$ cat src/rtl/write_back_stage.sv
// Purpose    : registered write-back stage selecting ALU/mem/link/imm results for the register file and forwarding bus.
// Latency    : 1 cycle for non-load results; loads commit 1 cycle after mem_rvalid.
// Backpressure: in_ready drops while a load waits on memory (WAIT_MEM); flush kills the accept or the pending load.
//
// Ports:
//   clk, rst                 clock (rising edge), synchronous active-high reset
//   in_valid / in_ready      MEM-stage handshake; an instruction is taken when both are high and flush is low
//   flush                    rejects the same-cycle accept, abandons a pending load
//   src_data, src_sel        packed result sources (src i at [i*DW +: DW]) and their select
//   mem_load                 result comes from late memory data instead of src_data
//   mem_rdata, mem_rvalid    late load data and its strobe
//   write_register_in, reg_write_in   destination register and write intent
//   result_out, write_register_out, reg_write_out   register-file write port / forwarding bus
//   load_pending             stage is waiting on memory
//   mem_timeout              1-cycle pulse when a load is abandoned for lack of mem_rvalid
module write_back_stage #(
  parameter int DATA_WIDTH     = 22,
  parameter int REG_ADDR_WIDTH = 4,
  parameter int NUM_SRC        = 4,
  parameter int SEL_WIDTH      = 2,
  parameter int R0_HARDWIRED   = 1,
  parameter int MEM_TIMEOUT    = 15
) (
  input  logic                          clk,
  input  logic                          rst,
  input  logic                          in_valid,
  output logic                          in_ready,
  input  logic                          flush,
  input  logic [NUM_SRC*DATA_WIDTH-1:0] src_data,
  input  logic [SEL_WIDTH-1:0]          src_sel,
  input  logic                          mem_load,
  input  logic [DATA_WIDTH-1:0]         mem_rdata,
  input  logic                          mem_rvalid,
  input  logic [REG_ADDR_WIDTH-1:0]     write_register_in,
  input  logic                          reg_write_in,
  output logic [DATA_WIDTH-1:0]         result_out,
  output logic [REG_ADDR_WIDTH-1:0]     write_register_out,
  output logic                          reg_write_out,
  output logic                          load_pending,
  output logic                          mem_timeout
);

  typedef enum logic {IDLE, WAIT_MEM} state_t;

  localparam logic [7:0] TIMEOUT_CNT = 8'(MEM_TIMEOUT);

  state_t                    state, state_nxt;
  logic [7:0]                wait_cnt, wait_cnt_nxt;
  logic [DATA_WIDTH-1:0]     result_nxt;
  logic [REG_ADDR_WIDTH-1:0] wr_reg_nxt;
  logic                      reg_write_nxt;
  logic                      timeout_nxt;
  logic [REG_ADDR_WIDTH-1:0] pend_reg, pend_reg_nxt;
  logic                      pend_we, pend_we_nxt;
  logic [DATA_WIDTH-1:0]     sel_data;
  logic                      accept;

  assign in_ready     = (state == IDLE);
  assign load_pending = (state == WAIT_MEM);
  assign accept       = in_valid & in_ready & ~flush;

  // Out-of-range selects fall through to zero.
  always_comb begin
    sel_data = '0;
    for (int i = 0; i < NUM_SRC; i++) begin
      if (32'(src_sel) == i) sel_data = src_data[i*DATA_WIDTH +: DATA_WIDTH];
    end
  end

  // Write enable with register 0 suppression; the data path is unaffected.
  function automatic logic gate_we(input logic we, input logic [REG_ADDR_WIDTH-1:0] addr);
    gate_we = we & ~((R0_HARDWIRED != 0) && (addr == '0));
  endfunction

  always_comb begin
    state_nxt     = state;
    wait_cnt_nxt  = wait_cnt;
    result_nxt    = result_out;
    wr_reg_nxt    = write_register_out;
    reg_write_nxt = 1'b0;
    timeout_nxt   = 1'b0;
    pend_reg_nxt  = pend_reg;
    pend_we_nxt   = pend_we;
    case (state)
      IDLE: begin
        // mem_rvalid here is either stray or from the accept cycle; neither belongs to a load.
        if (accept) begin
          if (mem_load) begin
            state_nxt    = WAIT_MEM;
            wait_cnt_nxt = '0;
            pend_reg_nxt = write_register_in;
            pend_we_nxt  = reg_write_in;
          end else begin
            result_nxt    = sel_data;
            wr_reg_nxt    = write_register_in;
            reg_write_nxt = gate_we(reg_write_in, write_register_in);
          end
        end
      end
      WAIT_MEM: begin
        if (flush) begin
          // flush wins over a simultaneous mem_rvalid
          state_nxt    = IDLE;
          wait_cnt_nxt = '0;
        end else if (mem_rvalid) begin
          state_nxt     = IDLE;
          wait_cnt_nxt  = '0;
          result_nxt    = mem_rdata;
          wr_reg_nxt    = pend_reg;
          reg_write_nxt = gate_we(pend_we, pend_reg);
        end else if (wait_cnt + 8'd1 == TIMEOUT_CNT) begin
          state_nxt    = IDLE;
          wait_cnt_nxt = '0;
          timeout_nxt  = 1'b1;
        end else begin
          wait_cnt_nxt = wait_cnt + 8'd1;
        end
      end
      default: state_nxt = IDLE;
    endcase
  end

  always_ff @(posedge clk) begin
    if (rst) begin
      state              <= IDLE;
      wait_cnt           <= '0;
      result_out         <= '0;
      write_register_out <= '0;
      reg_write_out      <= 1'b0;
      mem_timeout        <= 1'b0;
      pend_reg           <= '0;
      pend_we            <= 1'b0;
    end else begin
      state              <= state_nxt;
      wait_cnt           <= wait_cnt_nxt;
      result_out         <= result_nxt;
      write_register_out <= wr_reg_nxt;
      reg_write_out      <= reg_write_nxt;
      mem_timeout        <= timeout_nxt;
      pend_reg           <= pend_reg_nxt;
      pend_we            <= pend_we_nxt;
    end
  end

endmodule

$ cat config.mk
export PLATFORM = sky130hd
export DESIGN_NAME = write_back_stage
export DESIGN_NICKNAME = d
export VERILOG_FILES = /design/src/rtl/write_back_stage.sv
export SDC_FILE = /design/constraint.sdc
export NUM_CORES = 1
export LEC_CHECK = 0
export ABC_AREA = 1
export CAP_MARGIN = 20
export CORE_UTILIZATION = 40
export CTS_CLUSTER_DIAMETER = 100
export DETAILED_ROUTE_END_ITERATION = 6
export DONT_BUFFER_PORTS = 1
export PLACE_DENSITY_LB_ADDON = 0.2
export SYNTH_ARGS = -nofsm -noshare
export SYNTH_HDL_FRONTEND = slang
export SYNTH_SLANG_ARGS = --single-unit
$ cat constraint.sdc
create_clock -name clk -period 1.7 [get_ports clk]
set_input_delay 0.255 -clock clk [delete_from_list [all_inputs] [get_ports clk]]
set_output_delay 0.255 -clock clk [all_outputs]
set_load 0.005 [all_outputs]
After elaboration in Yosys (flattened, before gate mapping):

Cells that the tools add are included.

* memories kept: 0
* bits in latches: 0
* logic and storage cells: 65
* bits of input ports: 123
* bits in registers: 42
* memory bits (writable): 0
* memory bits (read-only): 0

* add/sub/neg operators: 1
* order comparisons: 0
* multiplexer cells: 32
* divide/modulo/power cells: 0
* equality and inequality tests: 9
* bitwise gates (word level): 8
* reductions and logical operators: 7
* shifts and indexed selects: 0
* multiply operators: 0

Operators with widths (count)
* 2-to-1 mux 22 bit: 8
* one-hot mux 22 bit (2 select lines): 1
* 2-to-1 mux 8 bit: 5
* 2-to-1 mux 4 bit: 4
* one-hot mux 8 bit (2 select lines): 1
* 2-to-1 mux 1 bit: 10
* adder 8 x 1 -> 8 bit, second input constant: 1
* equality test 8 x 4 -> 1 bit, second input constant: 1
* zero test 4 bit: 2
* one-hot mux 4 bit (2 select lines): 1
* != test 2 bit, second input constant: 3
* AND 1 bit: 4
* equality test 2 bit, second input constant: 2
* != test 2 x 1 -> 1 bit, second input constant: 2
* NOT 1 bit: 4
* one-hot mux 1 bit (2 select lines): 2
* AND reduction 4 bit: 1
* OR reduction 4 bit: 1
* AND reduction 3 bit: 1
* equality test 2 x 1 -> 1 bit, second input constant: 1
* zero test 2 bit: 1
* AND reduction 2 bit: 1

Longest topological paths before layout:

Gate-level depths: netlist of the first run.

* depth after elaboration: 8
* mapped depth: 11
* gate-level depth less buffers: 11

Least setup slack after synthesis of the first run:

No wires, ideal clock.

* path kind: reg2reg
* start point: register wait_cnt[1]
* end point: register state (netlist: load_pending)
* path slack: 325 ps
* cell stages (with the launch flop): 11
* clock period less this slack: 1375 ps
* data arrival time: 1260 ps
* path buffers: 0
* setup time: 115 ps
* required time: 1585 ps
* cells stage by stage: dfxtp_1 ha_1 inv_1 nand2_1 nand2_1 nor2_1 nand3_1 nor2_4 nand2_4 nand2_4 o21ai_2

* cells in the longest elaborated chain, start to end: 6

Ends and longest elaborated chain
* start, declared: RTL line 48 `logic [7:0] wait_cnt, wait_cnt_nxt;`
* start signal, assigned: RTL line 135 `wait_cnt <= wait_cnt_nxt;`
* adder 8 x 1 -> 8 bit: RTL line 111 `end else if (wait_cnt + 8'd1 == TIMEOUT_CNT) begin`
* equality test 8 x 4 -> 1 bit: RTL line 111
* 2-to-1 mux 1 bit: RTL line 111
* 2-to-1 mux 1 bit: RTL line 105 `end else if (mem_rvalid) begin`
* 2-to-1 mux 1 bit: RTL line 101 `if (flush) begin`
* one-hot mux 1 bit (2 select lines): RTL line 84 `case (state)`
* end signal, assigned: RTL line 134 `state <= state_nxt;`
* end, declared: RTL line 47 `state_t state, state_nxt;`

Every way passes these cells.
A chain may end at the register's enable or synchronous reset.

Final worst setup path of the first run:

Same ends and word-level chain as after synthesis.

==> impl.org, run 1 <==
** Routing
- In this run the remaining antenna-violating nets after routing total 0.
- For this block, the via count after detailed routing is 2600.
- In the routed design, unresolved DRC markers number 0.
- DR WL met2 :: 3.40 mm
- Detail-routed net length per standard cell :: 17.3 µm
- Topmost layer with routed signal wires :: met4
- Met1 routed wirelength after detailed routing :: between 3 and 4 mm
- Via count normalized by instance count :: 6.00
- The first routing iteration left ~140 violations.
- For this run, the detailed router's first-pass iteration total came to 5.
- Final wirelength :: 7.48 mm
- Detail Route met3 WL :: 726 µm

** Synthesis
- Summed over all instances, the cell type with the most area after synthesis is sky130_fd_sc_hd__dfxtp_1.
- Synthesized area divided by synthesized cell count :: 6.98 µm²
- In this run, distinct cell masters in the synthesized netlist total 31.
- In this run the cell area of the synthesized design comes to 2590 µm².
- Syn nets :: a little under 500
- Number of storage elements in the synthesis netlist :: 42
- Seq/Total Area, Yosys :: roughly a third
- For this run, the number of Yosys warnings is 0.
- By area the synthesized netlist is led by sky130_fd_sc_hd__dfxtp_1, sky130_fd_sc_hd__nand3_1, sky130_fd_sc_hd__a21oi_1.
- Synthesis produced a netlist whose cell count is 371.
- The top cell type by area accounts for between 30 and 40% of the synthesized area.

** Placement
- At the end of routability-driven placement, the weighted congestion stood at 0.792.
- Once placement finished, the instance area stood at 2590 µm².
- Number of buffers inserted by port buffering :: 0
- The HPWL after detailed placement is approximately 5.7 mm.

** Power
- Total power per unit cell area :: 803 nW/µm²
- In this run the static leakage power is just over 0.001 µW.
- VDD sags by at most slightly below 0.0005 V.

** STA
- Fraction of the cycle the final worst path needs :: 89.2%
- Timing would allow up to 660 MHz.
- The count of pins over their slew limit is 0.
- Worst slew margin relative to its limit :: 73.6%
- The number of endpoints with negative hold slack in the final report was 0.
- Setup repair after global routing left no endpoint under its margin.
- Final clock skew :: 13.1 ps
- Worst Max-Slew Pin Slew :: about 400 ps
- After routing, the total negative slack on setup checks comes to 0 ps.
- Minimum clock period :: 1520 ps
- Setup violations remaining at the end of the flow were counted as 0.

** CTS
- Clock tree synthesis inserted a total of 5 buffers.
- The H-tree was split into 2 levels.
- The clock drives 42 sinks.
- Maximum clock insertion buffer count :: 2
- The number of hold buffers added after CTS was 0.
- Clock latency on the worst-skew pair, taken at its later pin, is 300 ps.
- TritonCTS built the clock tree.
- Root Buffer Master :: sky130_fd_sc_hd__clkbuf_8
- After clock tree synthesis, the repair step resized 0 gates.
- After clock tree synthesis, the setup repair step added 0 buffers.
- Clock-pin transition on the worst setup and hold timing paths :: 80 ps

** GRT
- Global routing finished with a remaining overflow of 0.
- The number of antenna violations at the first check in global routing was 0.
- Global routing usage summed across all routing layers :: ~22%
- Entering global routing, the biggest net connects 42 pins.
- First-pass GRT wire length :: 11.4 mm
- Vias in the first global route :: 2384

** Finish
- Fraction of layout cells with a size suffix above 1 :: 11.5%
- Final core utilization :: between 40% and 50%
- Number of antenna diodes :: 0
- Largest reg by FF count :: result_out
- Synth-to-Final Area Change :: 4.20%
- The finished cells cover between 2000 and 3000 µm².
- For this run, the post-layout net count is 483.
- In the final layout, the registers with the most flip-flops are result_out (22), wait_cnt (8).
- Max FFs per register :: 22

** Floorplan
- 153 I/O pins were placed.
- The total area inside the core boundary comes to 6100 µm².
- The die covers 6800 µm².
- The initialized floorplan defines 28 standard-cell rows.
- Horizontal extent of the die :: 82.5 µm
- Initial cell density of the core :: 42.5%
- Vert. Die Dim :: 82.5 µm

** Job
- Max-cap violations in this run came to 0.

** Worst setup path
- On the critical path the largest part of the delay comes from simple AND/OR/NAND/NOR gates.
- Buffer and inverter count on the worst path :: 1
- Critical path peak fanout :: 6
- Slowest stage cell on the critical path :: sky130_fd_sc_hd__dfxtp_1
- Element type at the critical path start :: flip-flop
- The worst setup path is captured at a flip-flop.
- Critical path data arrival time :: 1700 ps
- Longest individual stage delay on the worst path :: 420 ps
- List of cells traversed by the critical path :: ha_1, inv_1, nand2_1, nand2_1, nor2_1, nand3_1, nor2_4, nand2_4, nand2_4, o21ai_2
- The critical path is of the flip-flop to flip-flop type.
- Data on the critical path is required at its endpoint by about 1900 ps.

** Outcome
- The flow ran to the end, and the final reports show no timing, DRC or antenna violations.

** Hold path
- In this run the worst hold path is classified as input port to flip-flop.
==> cells in the final DEF (no fill, tap or decap), types with 6 or more instances in the layout <==
cell type                  count
sky130_fd_sc_hd__o21ai_1      13
sky130_fd_sc_hd__nand2_1      36
sky130_fd_sc_hd__a21oi_1      45
sky130_fd_sc_hd__buf_4         7
sky130_fd_sc_hd__o21ai_0      41
sky130_fd_sc_hd__dfxtp_1      42
sky130_fd_sc_hd__clkbuf_8      6
sky130_fd_sc_hd__nand2_2       6
sky130_fd_sc_hd__nor2_1       17
sky130_fd_sc_hd__inv_1        19
sky130_fd_sc_hd__nand3_1      68
sky130_fd_sc_hd__o211ai_1     21
==> metrics by stage <==
stage | cells | total power, µW | hold slack (ps) | setup WS (ps)
finish | 433 | 2170 | 15.1 | 184
global route | 433 | 2280 | 3.78 | 10.4
CTS | 433 | 2190 | 7.55 | 177
detailed placement | 426 | 1380 | 330 | 181
global placement | 426 | 1380 | 329 | 222
floorplan | 371 | 1330 | 327 | 325
==> final timing paths <==
path	slack [ps]	depth (start not counted)	end	startpoint
max reg2reg	180	10	load_pending$_SDFF_PP0_	wait_cnt[1]$_SDFFE_PP0P_
min	20	1	reg_write_out$_SDFF_PP0_	rst
max	180	10	load_pending$_SDFF_PP0_	wait_cnt[1]$_SDFFE_PP0P_
min reg2reg	460	2	pend_we$_SDFFE_PP0P_	pend_we$_SDFFE_PP0P_
==> where the power goes <==
group	internal [µW]	total [µW]	leakage, µW	switching (µW)
clock	470	809	0.0000573	338
sequential	1030	1060	0.000342	35.6
combinational	114	294	0.000620	180
==> Yosys cell counts <==
cell,instances
sky130_fd_sc_hd__dfxtp_1,42
sky130_fd_sc_hd__buf_6,4
sky130_fd_sc_hd__nor3_2,1
sky130_fd_sc_hd__nor3b_1,1
sky130_fd_sc_hd__nor2_2,4
sky130_fd_sc_hd__nand4_1,1
sky130_fd_sc_hd__inv_6,1
sky130_fd_sc_hd__nor2_4,1
sky130_fd_sc_hd__nor2_1,17
sky130_fd_sc_hd__nor3_4,1
sky130_fd_sc_hd__nand2_4,4
sky130_fd_sc_hd__clkbuf_1,12
sky130_fd_sc_hd__o21ai_0,41
sky130_fd_sc_hd__o22ai_1,4
sky130_fd_sc_hd__ha_1,2
sky130_fd_sc_hd__buf_2,4
sky130_fd_sc_hd__nand2_2,6
sky130_fd_sc_hd__nand3_1,68
sky130_fd_sc_hd__nand2_1,36
sky130_fd_sc_hd__nor3_1,1
sky130_fd_sc_hd__o211ai_1,21
sky130_fd_sc_hd__a31oi_1,2
sky130_fd_sc_hd__inv_2,4
sky130_fd_sc_hd__o21ai_1,13
sky130_fd_sc_hd__a21oi_1,45
sky130_fd_sc_hd__buf_4,8
sky130_fd_sc_hd__o21ai_2,3
sky130_fd_sc_hd__inv_1,19
sky130_fd_sc_hd__nor4_1,2
sky130_fd_sc_hd__a311oi_1,2
sky130_fd_sc_hd__a21oi_2,1
==> area by class of cell <==
| cell class | instances | area (µm²) |
|---|---|---|
| clock buffer | 6 | 82.6 |
| clock inverter | 1 | 30.0 |
| fill | 666 | 3400 |
| inverter | 24 | 95.1 |
| multi-input combinational | 277 | 1480 |
| sequential | 42 | 841 |
| tap | 75 | 93.8 |
| timing repair buffer | 8 | 72.6 |
==> metal layers <==
| metal | vias to the layer above | GRT usage, % |
|---|---|---|
| met1 | 1183 | 28.0 |
| met2 | 115 | 35.5 |
| met4 | 0 | 9.82 |
| met5 | - | 0 |
| li1 | 1284 | - |
| met3 | 18 | 7.03 |
==> cells by family after synthesis <==
kind of cell	Yosys count	share of synthesized area, %
DFF	42	32.5
AOI/OAI and AO/OA	132	28.7
adders and majority gates	2	0.966
and+or+nand+nor	143	27.6
buffers and inverters	52	10.2
Note: power is estimated with default switching activity, not from simulation.
==> run 2: changes to the inputs <==
--- a/config.mk
+++ b/config.mk
@@ -8,10 +8,11 @@
 export ABC_AREA = 1
 export CAP_MARGIN = 20
 export CORE_UTILIZATION = 40
+export CTS_BUF_LIST = sky130_fd_sc_hd__clkbuf_8 sky130_fd_sc_hd__clkbuf_16
 export CTS_CLUSTER_DIAMETER = 100
 export DETAILED_ROUTE_END_ITERATION = 6
 export DONT_BUFFER_PORTS = 1
-export PLACE_DENSITY_LB_ADDON = 0.2
+export SETUP_SLACK_MARGIN = 0.1
 export SYNTH_ARGS = -nofsm -noshare
 export SYNTH_HDL_FRONTEND = slang
 export SYNTH_SLANG_ARGS = --single-unit
==> impl.org, run 2 (same netlist as run 1, synthesis figures left out) <==
** Outcome
- The flow ran to the end, and the final reports show no timing, DRC or antenna violations.

** Finish
- Most common cell after layout, fill and taps aside :: sky130_fd_sc_hd__nand3_1
- The sequential cells in the finished layout cover a total of 842 µm².
- Summing all non-filler instances in the final layout gives an area of 2680 µm².
- The number of antenna diodes in the final layout is 0.
- Fraction of layout cells with a size suffix above 1 :: roughly 11%
- More flip-flops sit in one register than any other, and that register is result_out.
- The net count of the finished layout is 482.
- The filler cells instantiated in the layout total 665.
- Relative to the synthesized area, the layout overhead comes to 3.62%.
- Commonest cells after routing, fill and taps aside :: sky130_fd_sc_hd__nand3_1, sky130_fd_sc_hd__a21oi_1, sky130_fd_sc_hd__o21ai_0, sky130_fd_sc_hd__dfxtp_1, sky130_fd_sc_hd__nand2_1
- The count of cells in the finished layout, fillers not included, comes to between 400 and 500.
- The register with the most flip-flops in the layout has 22 of them.
- In the final layout, the registers with the most flip-flops are result_out (22), wait_cnt (8).
- Multi-input combinational cell area :: 1480 µm²

** Power
- In this run, the combinational gates consume between 10 and 15% of the power.
- Clock network power share :: roughly 33%
- Net switching is 27.5% of the power.
- Internal power comes to approximately 1500 µW.
- In this run the static leakage power is 0.00101 µW.
- In this run the power spent charging and discharging nets is 556 µW.
- Total power per unit cell area :: approximately 750 nW/µm²
- Part of the total power dissipated in sequential elements :: 52.7%
- Across the VDD grid, the largest voltage drop is 0.000475 V.

** CTS
- In this run, CTS created clock tree buffers numbering 5.
- Maximum clock insertion buffer count :: 2
- Counting every sink on the clock net gives 42.
- Source-to-sink clock delay at the later pin of the worst-skew pair :: 290 ps
- CTS placed an instance of sky130_fd_sc_hd__clkbuf_8 at the clock tree root.
- Clock-pin transition on the worst setup and hold timing paths :: about 80 ps
- Buffers added to address setup during post-CTS repair amount to 0.
- TritonCTS built the clock tree.
- Level count of the clock H-tree :: 2

** Routing
- Drt drc :: 0
- Number of detailed-routing iterations run before antenna repair :: 6
- For this block, the initial DRC count from the detailed router was ~110.
- For this block, the routed nets add up to 7.60 mm of wire.
- Total via count after detailed routing :: 2593
- In this run the remaining antenna-violating nets after routing total 0.
- Detail-routed net length per standard cell :: 17.5 µm
- Via count normalized by instance count :: 5.99

** Floorplan
- Num rows :: 28
- The die covers 6800 µm².
- From left edge to right edge, the die measures 82.5 µm.
- Vert. Die Dim :: 82.5 µm
- 153 I/O pins were placed.
- The core region is 6100 µm².
- Initial cell density of the core :: between 40% and 50%

** STA
- Setup repair after global routing missed its margin :: false
- Setup violations remaining at the end of the flow were counted as 0.
- Measured against its own limit, the worst slew margin works out to 72.8%.
- The count of pins over their slew limit was 0.
- Based on the critical path, the design can be clocked at up to 683 MHz.
- Final clock skew :: a little over 7 ps
- Hold Vio Cnt, Final :: 0
- Fraction of the cycle the final worst path needs :: 86.1%
- Minimum clock period :: 1460 ps
- At the pin with the least slew margin, the transition time is 408 ps.
- Once routing completed, OpenROAD measured the worst setup slack at ~240 ps.
- In the final timing run, aggregate negative setup slack is 0 ps.
- Final hold analysis gives a worst-case slack of around 24 ps.

** GRT
- First-pass GRT wire length :: between 10 and 15 mm
- Final global-route overflow total :: 0
- Entering global routing, the biggest net connects between 40 and 50 pins.
- Number of antenna violations at the first check in global routing :: 0
- Global routing used approximately 22% of the available tracks.
- The number of global-route vias before repair was 2445.

** Worst setup path
- STA classifies the critical path startpoint as a flip-flop.
- The largest individual stage delay along the critical path comes from the cell sky130_fd_sc_hd__dfxtp_1.
- In this run the worst path has a maximum fanout of 4.
- Class of the most critical setup path :: flip-flop to flip-flop
- Longest individual stage delay on the worst path :: 380 ps
- Critical path data arrival time :: 1650 ps
- List of cells traversed by the critical path :: ha_1, nand2_2, inv_1, nand2_1, nand2_1, nand3_1, nor2_4, nand2_4, nand2_4, o21ai_2
- The worst setup path is captured at a flip-flop.
- Together, buffers and inverters on the worst path number 1.
- Required time at the endpoint of the critical path :: 1880 ps
- Worst path top cell family by delay :: simple AND/OR/NAND/NOR gates

** Placement
- Number of buffers inserted by port buffering :: 0
- The wire-length estimate of the detail-placed layout is ~5.7 mm.
- Once placement completed, the tool counted placed cells totaling 425.
- Before CTS, the worst setup slack after placement is 200 ps.
- The congestion estimate from routability-driven global placement came to 0.833.
- The placed instances occupy a cell area of 2590 µm².

** Hold path
- Hold Path Class :: input port to flip-flop

** Job
- Max capacitance violation total :: 0
run 2: changes by cell type in the layout (fill, tap and decap cells not counted):
cell,change
sky130_fd_sc_hd__dfxtp_1,-1
sky130_fd_sc_hd__dfxtp_2,+1
sky130_fd_sc_hd__clkinv_2,+1
sky130_fd_sc_hd__inv_1,+1
sky130_fd_sc_hd__bufinv_16,-1
sky130_fd_sc_hd__buf_12,+1
sky130_fd_sc_hd__buf_4,-2
run 2: routing by layer:
metal / routed length, µm / track usage [%] / share of wire, % / vias to the layer above
met1: 3220 / 27.8 / 42 / 1185
met3: 686 / 6.81 / 9.0 / 9
met2: 3610 / 37.8 / 47 / 116
li1: - / - / - / 1283
met5: 0 / 0 / 0 / -
met4: 88 / 5.79 / 1.2 / 0
run 2: final cells by class:
type                            count  area share (%)
Clock buffer                        6            3.08
Tap cell                           75            3.50
Sequential cell                    42            31.4
Clock inverter                      2           0.326
Multi-Input combinational cell    277            55.3
Timing Repair Buffer                7            2.89
Inverter                           24            3.54
run 2: final timing paths:
path / from / end / slack [ps] / depth (start not counted)
worst min register to register: pend_we$_SDFFE_PP0P_ / pend_we$_SDFFE_PP0P_ / 470 / 2
worst min-delay path: rst / reg_write_out$_SDFF_PP0_ / 20 / 1
worst max-delay path: wait_cnt[0]$_SDFFE_PP0P_ / load_pending$_SDFF_PP0_ / 240 / 10
worst max register to register: wait_cnt[0]$_SDFFE_PP0P_ / load_pending$_SDFF_PP0_ / 240 / 10
run 2: worst register-to-register path: cells and delay by family, from the launching register on:
kind                       cells  cell delay, ps
and+or+nand+nor                7             640
DFF                            1             380
adders and majority gates      1             230
buffers and inverters          1              60
AOI/OAI and AO/OA              1              50
run 2: timing repair:
| item | 4_1_cts | 5_1_grt |
|---|---|---|
| gates resized for setup | 0 | 1 |
| hold buffers | 0 | 0 |
| endpoints found under the setup margin | 0 | 6 |
run 2: stage by stage:
step / util [%] / power [µW]
detailed placement: 42.5 / 1390
global placement: 42.5 / 1380
CTS: 44.0 / 2050
floorplan: - / 1330
global route: 44.0 / 2130
finish: 44.0 / 2020
run 2: power by group through the flow:
| stage | clock, µW | sequential, µW | combinational, µW |
|---|---|---|---|
| after CTS | 680 | 1060 | 301 |
| after floorplan | 0 | 1080 | 258 |
| after global routing | 718 | 1070 | 340 |
| after detailed placement | 0 | 1090 | 300 |
| final | 659 | 1070 | 298 |
| after global placement | 0 | 1090 | 293 |
==> run 3: changes to the inputs <==
--- a/config.mk
+++ b/config.mk
@@ -5,8 +5,7 @@
 export SDC_FILE = /design/constraint.sdc
 export NUM_CORES = 1
 export LEC_CHECK = 0
-export ABC_AREA = 1
-export CAP_MARGIN = 20
+export CAP_MARGIN = 25
 export CORE_UTILIZATION = 40
 export CTS_BUF_LIST = sky130_fd_sc_hd__clkbuf_8 sky130_fd_sc_hd__clkbuf_16
 export CTS_CLUSTER_DIAMETER = 100
==> impl.org, run 3 <==
** CTS
- Buffers inserted during clock tree synthesis total 5.
- After clock tree synthesis, the clock-pin slew on the worst setup and hold paths is 80 ps.
- Root Buffer Master :: sky130_fd_sc_hd__clkbuf_8
- Clock sink count :: 42
- TritonCTS built the clock tree.
- For the worst-skew pair, the clock arrives at the later sink with an insertion delay of 290 ps.
- Level count of the clock H-tree :: 2
- No sink is reached through more buffers than the 2 on the longest clock path.

** Routing
- Final wirelength :: 7.01 mm
- Via count normalized by instance count :: 6.14
- Detail-routed net length per standard cell :: 20.1 µm
- The routed layout has 2136 vias.
- Antenna-violating nets left :: 0
- Drt drc :: 0
- Number of detailed-routing iterations run before antenna repair :: 4
- For this block, the initial DRC count from the detailed router was 78.

** Worst setup path
- In this run the worst path has a maximum fanout of 5.
- Count of cells along the worst register-to-register path :: 7
- Counting buffers and inverters, the worst setup path is 7 cells deep.
- Critical path data arrival time :: approximately 1700 ps
- Required time at the endpoint of the critical path :: 1890 ps
- Buffer and inverter count on the worst path :: 1
- Longest individual stage delay on the worst path :: 340 ps
- Grouping stages by cell kind, the critical path spends the most delay in compound AO/OA/AOI/OAI gates.
- Slowest stage cell on the critical path :: sky130_fd_sc_hd__dfxtp_2
- Class of the most critical setup path :: flip-flop to flip-flop
- STA classifies the critical path endpoint as a flip-flop.
- Traced cell by cell, the critical path runs through ha_4, and2_4, buf_4, nand3_1, o311a_4, o21bai_4, o311ai_1.
- Element type at the critical path start :: flip-flop

** Floorplan
- Top-level I/O count :: 153
- The die covers 6570 µm².
- Vert. Die Dim :: 81.1 µm
- Num rows :: 28
- Initial cell density of the core :: 41.7%
- In this run the standard cell core region covers 5990 µm².
- Horizontal extent of the die :: 81.1 µm

** Placement
- Placed wire-length estimate :: 5.34 mm
- Prior to clock tree synthesis, the placed netlist has a worst setup slack of 23.8 ps.
- Number of buffers inserted by port buffering :: 0
- Routability-driven placement finished with a final weighted congestion of slightly above 0.8.

** STA
- Hold Vio Cnt, Final :: 0
- Setup TNS :: 0 ps
- Setup violations remaining at the end of the flow were counted as 0.
- Fraction of the cycle the final worst path needs :: between 90% and 100%
- The worst pin sits at a relative slew slack of just under 80%.
- Final clock skew :: approximately 3.8 ps
- Across all hold checks on the routed design, the worst slack comes to about 23 ps.
- Setup repair after global routing could not meet its margin everywhere.
- Worst Max-Slew Pin Slew :: 336 ps
- For this run, the top clock speed supported by timing is between 600 and 700 MHz.
- Minimum clock period :: roughly 1600 ps
- Number of max-slew violations in the final report :: 0
- Final worst-path setup slack :: between 100 and 150 ps

** Power
- Reported leakage power :: 0.000953 µW
- Total power per unit cell area :: 744 nW/µm²
- Peak supply drop :: 0.000273 V

** Finish
- Largest registers ranked by flip-flop count :: result_out (22), wait_cnt (8)
- Commonest cells after routing, fill and taps aside :: sky130_fd_sc_hd__nand2_1, sky130_fd_sc_hd__nor2_1, sky130_fd_sc_hd__dfxtp_1, sky130_fd_sc_hd__a311oi_1, sky130_fd_sc_hd__mux4_2
- The number of antenna diodes in the final layout is 0.
- Fraction of layout cells with a size suffix above 1 :: around a quarter
- The register with the most flip-flops in the layout has 22 of them.
- result_out holds more flip-flops than any other register.
- Leaving out fill and tap cells, the most frequent cell in the layout is sky130_fd_sc_hd__nand2_1.
- Synth-to-Final Area Change :: 15.2%
- In the final design database the tool counted 398 nets.

** Synthesis
- Top cells by count, synth :: sky130_fd_sc_hd__nand2_1, sky130_fd_sc_hd__dfxtp_1, sky130_fd_sc_hd__nor2_1
- Cell type with the largest total area after synthesis :: sky130_fd_sc_hd__dfxtp_1
- Synthesis inferred 42 register bits.
- Of all flip-flops after synthesis, the portion carrying an async set or reset was 0%.
- In the post-synthesis netlist, the biggest area contributors are sky130_fd_sc_hd__dfxtp_1, sky130_fd_sc_hd__mux4_2, sky130_fd_sc_hd__a311oi_1.
- Yosys instantiated no cell more often than sky130_fd_sc_hd__nand2_1.
- Netlist Area Pre-Place :: ~2500 µm²
- The share of synthesized area in the top cell type comes to 33.6%.
- The synthesized netlist contains 42 unique library cells.
- Seq/Total Area, Yosys :: between 30% and 40%
- The cell count after synthesis came out at 269.
- After synthesis, the mean cell area works out to roughly 9.3 µm².
- When the netlist entered floorplanning its net count stood at 394.
- In the synthesized netlist the dominant register cell turns out to be sky130_fd_sc_hd__dfxtp_1.
- Number of enable-type register cells in the synthesized netlist :: 0
- Count of warnings emitted by yosys :: 0

** GRT
- For this run, the total global-route usage over all layers was measured as 21.5%.
- Pin count of the biggest net entering global routing :: 53
- After global routing the overflow that remains totals 0.
- The number of global-route vias before repair is between 2000 and 2500.
- The number of antenna violations at the first check in global routing is 0.
- First-pass GRT wire length :: 10.7 mm

** Hold path
- Along the worst hold path, the cell count comes to 1.
- In this run the worst hold path is classified as input port to flip-flop.

** Outcome
- Outcome :: finished clean

** Job
- Max-cap violations in this run came to 0.
-- run 3: routing by layer --
layer | track usage (%) | wire length, µm | vias to the layer above
met5 | 0 | 0 | -
met4 | 5.54 | 65 | 0
met3 | 5.73 | 522 | 6
met2 | 38.2 | 3660 | 85
met1 | 25.5 | 2760 | 1027
li1 | - | - | 1018
-- run 3: worst paths after layout --
kind,from,end,slack [ps]
worst max register to register,wait_cnt[1]$_SDFFE_PP0P_,wait_cnt[3]$_SDFFE_PP0P_,150
worst min-delay path,rst,load_pending$_SDFF_PP0_,20
worst max-delay path,wait_cnt[1]$_SDFFE_PP0P_,wait_cnt[3]$_SDFFE_PP0P_,150
worst min register to register,pend_we$_SDFFE_PP0P_,pend_we$_SDFFE_PP0P_,510
-- run 3: metrics by stage --
step / cells / power (µW) / util (%) / instance area, µm²
6_report: 348 / 2140 / 48.1 / 2880
5_1_grt: 348 / 2240 / 48.1 / 2880
4_1_cts: 346 / 2170 / 47.1 / 2820
3_5_place_dp: 337 / 1350 / 44.2 / 2650
3_3_place_gp: 337 / 1350 / 44.2 / 2650
2_1_floorplan: 269 / 1330 / - / 2510
-- run 3: cells by family after synthesis --
logic type                 after synthesis  share of synthesized area (%)
adders and majority gates                2                           1.00
and+or+nand+nor                        115                           20.3
muxes                                   31                           23.4
buffers and inverters                   26                           4.50
AOI/OAI and AO/OA                       53                           17.2
DFF                                     42                           33.6
-- run 3: worst reg2reg max path, cell delays in order (launching register included) --
cell	delay [ps]
sky130_fd_sc_hd__dfxtp_2	340
sky130_fd_sc_hd__ha_4	170
sky130_fd_sc_hd__and2_4	160
sky130_fd_sc_hd__buf_4	130
sky130_fd_sc_hd__nand3_1	90
sky130_fd_sc_hd__o311a_4	240
sky130_fd_sc_hd__o21bai_4	70
sky130_fd_sc_hd__o311ai_1	250
-- run 3: final cells by class --
type,count,area [µm²]
repair buffers,17,156
fillers,554,3110
clock buffers,6,82.6
flip-flops and latches,42,848
inverters,6,26.3
clock inverters,1,30.0
multi-input cells,201,1640
well taps,75,93.8
-- run 3: repair_timing --
item,4_1_cts,5_1_grt
pin swaps,5,3
setup endpoints to repair,6,10
buffers inserted,2,2
resized for setup,9,15
hold buffers,0,0
-- run 3: power by group --
group / total [µW] / leakage, µW / internal [µW] / switching (µW)
Clock: 809 / 0.0000573 / 470 / 339
Sequential: 1060 / 0.000345 / 1030 / 35.9
Combinational: 271 / 0.000550 / 161 / 109
Total: 2140 / 0.000953 / 1660 / 484
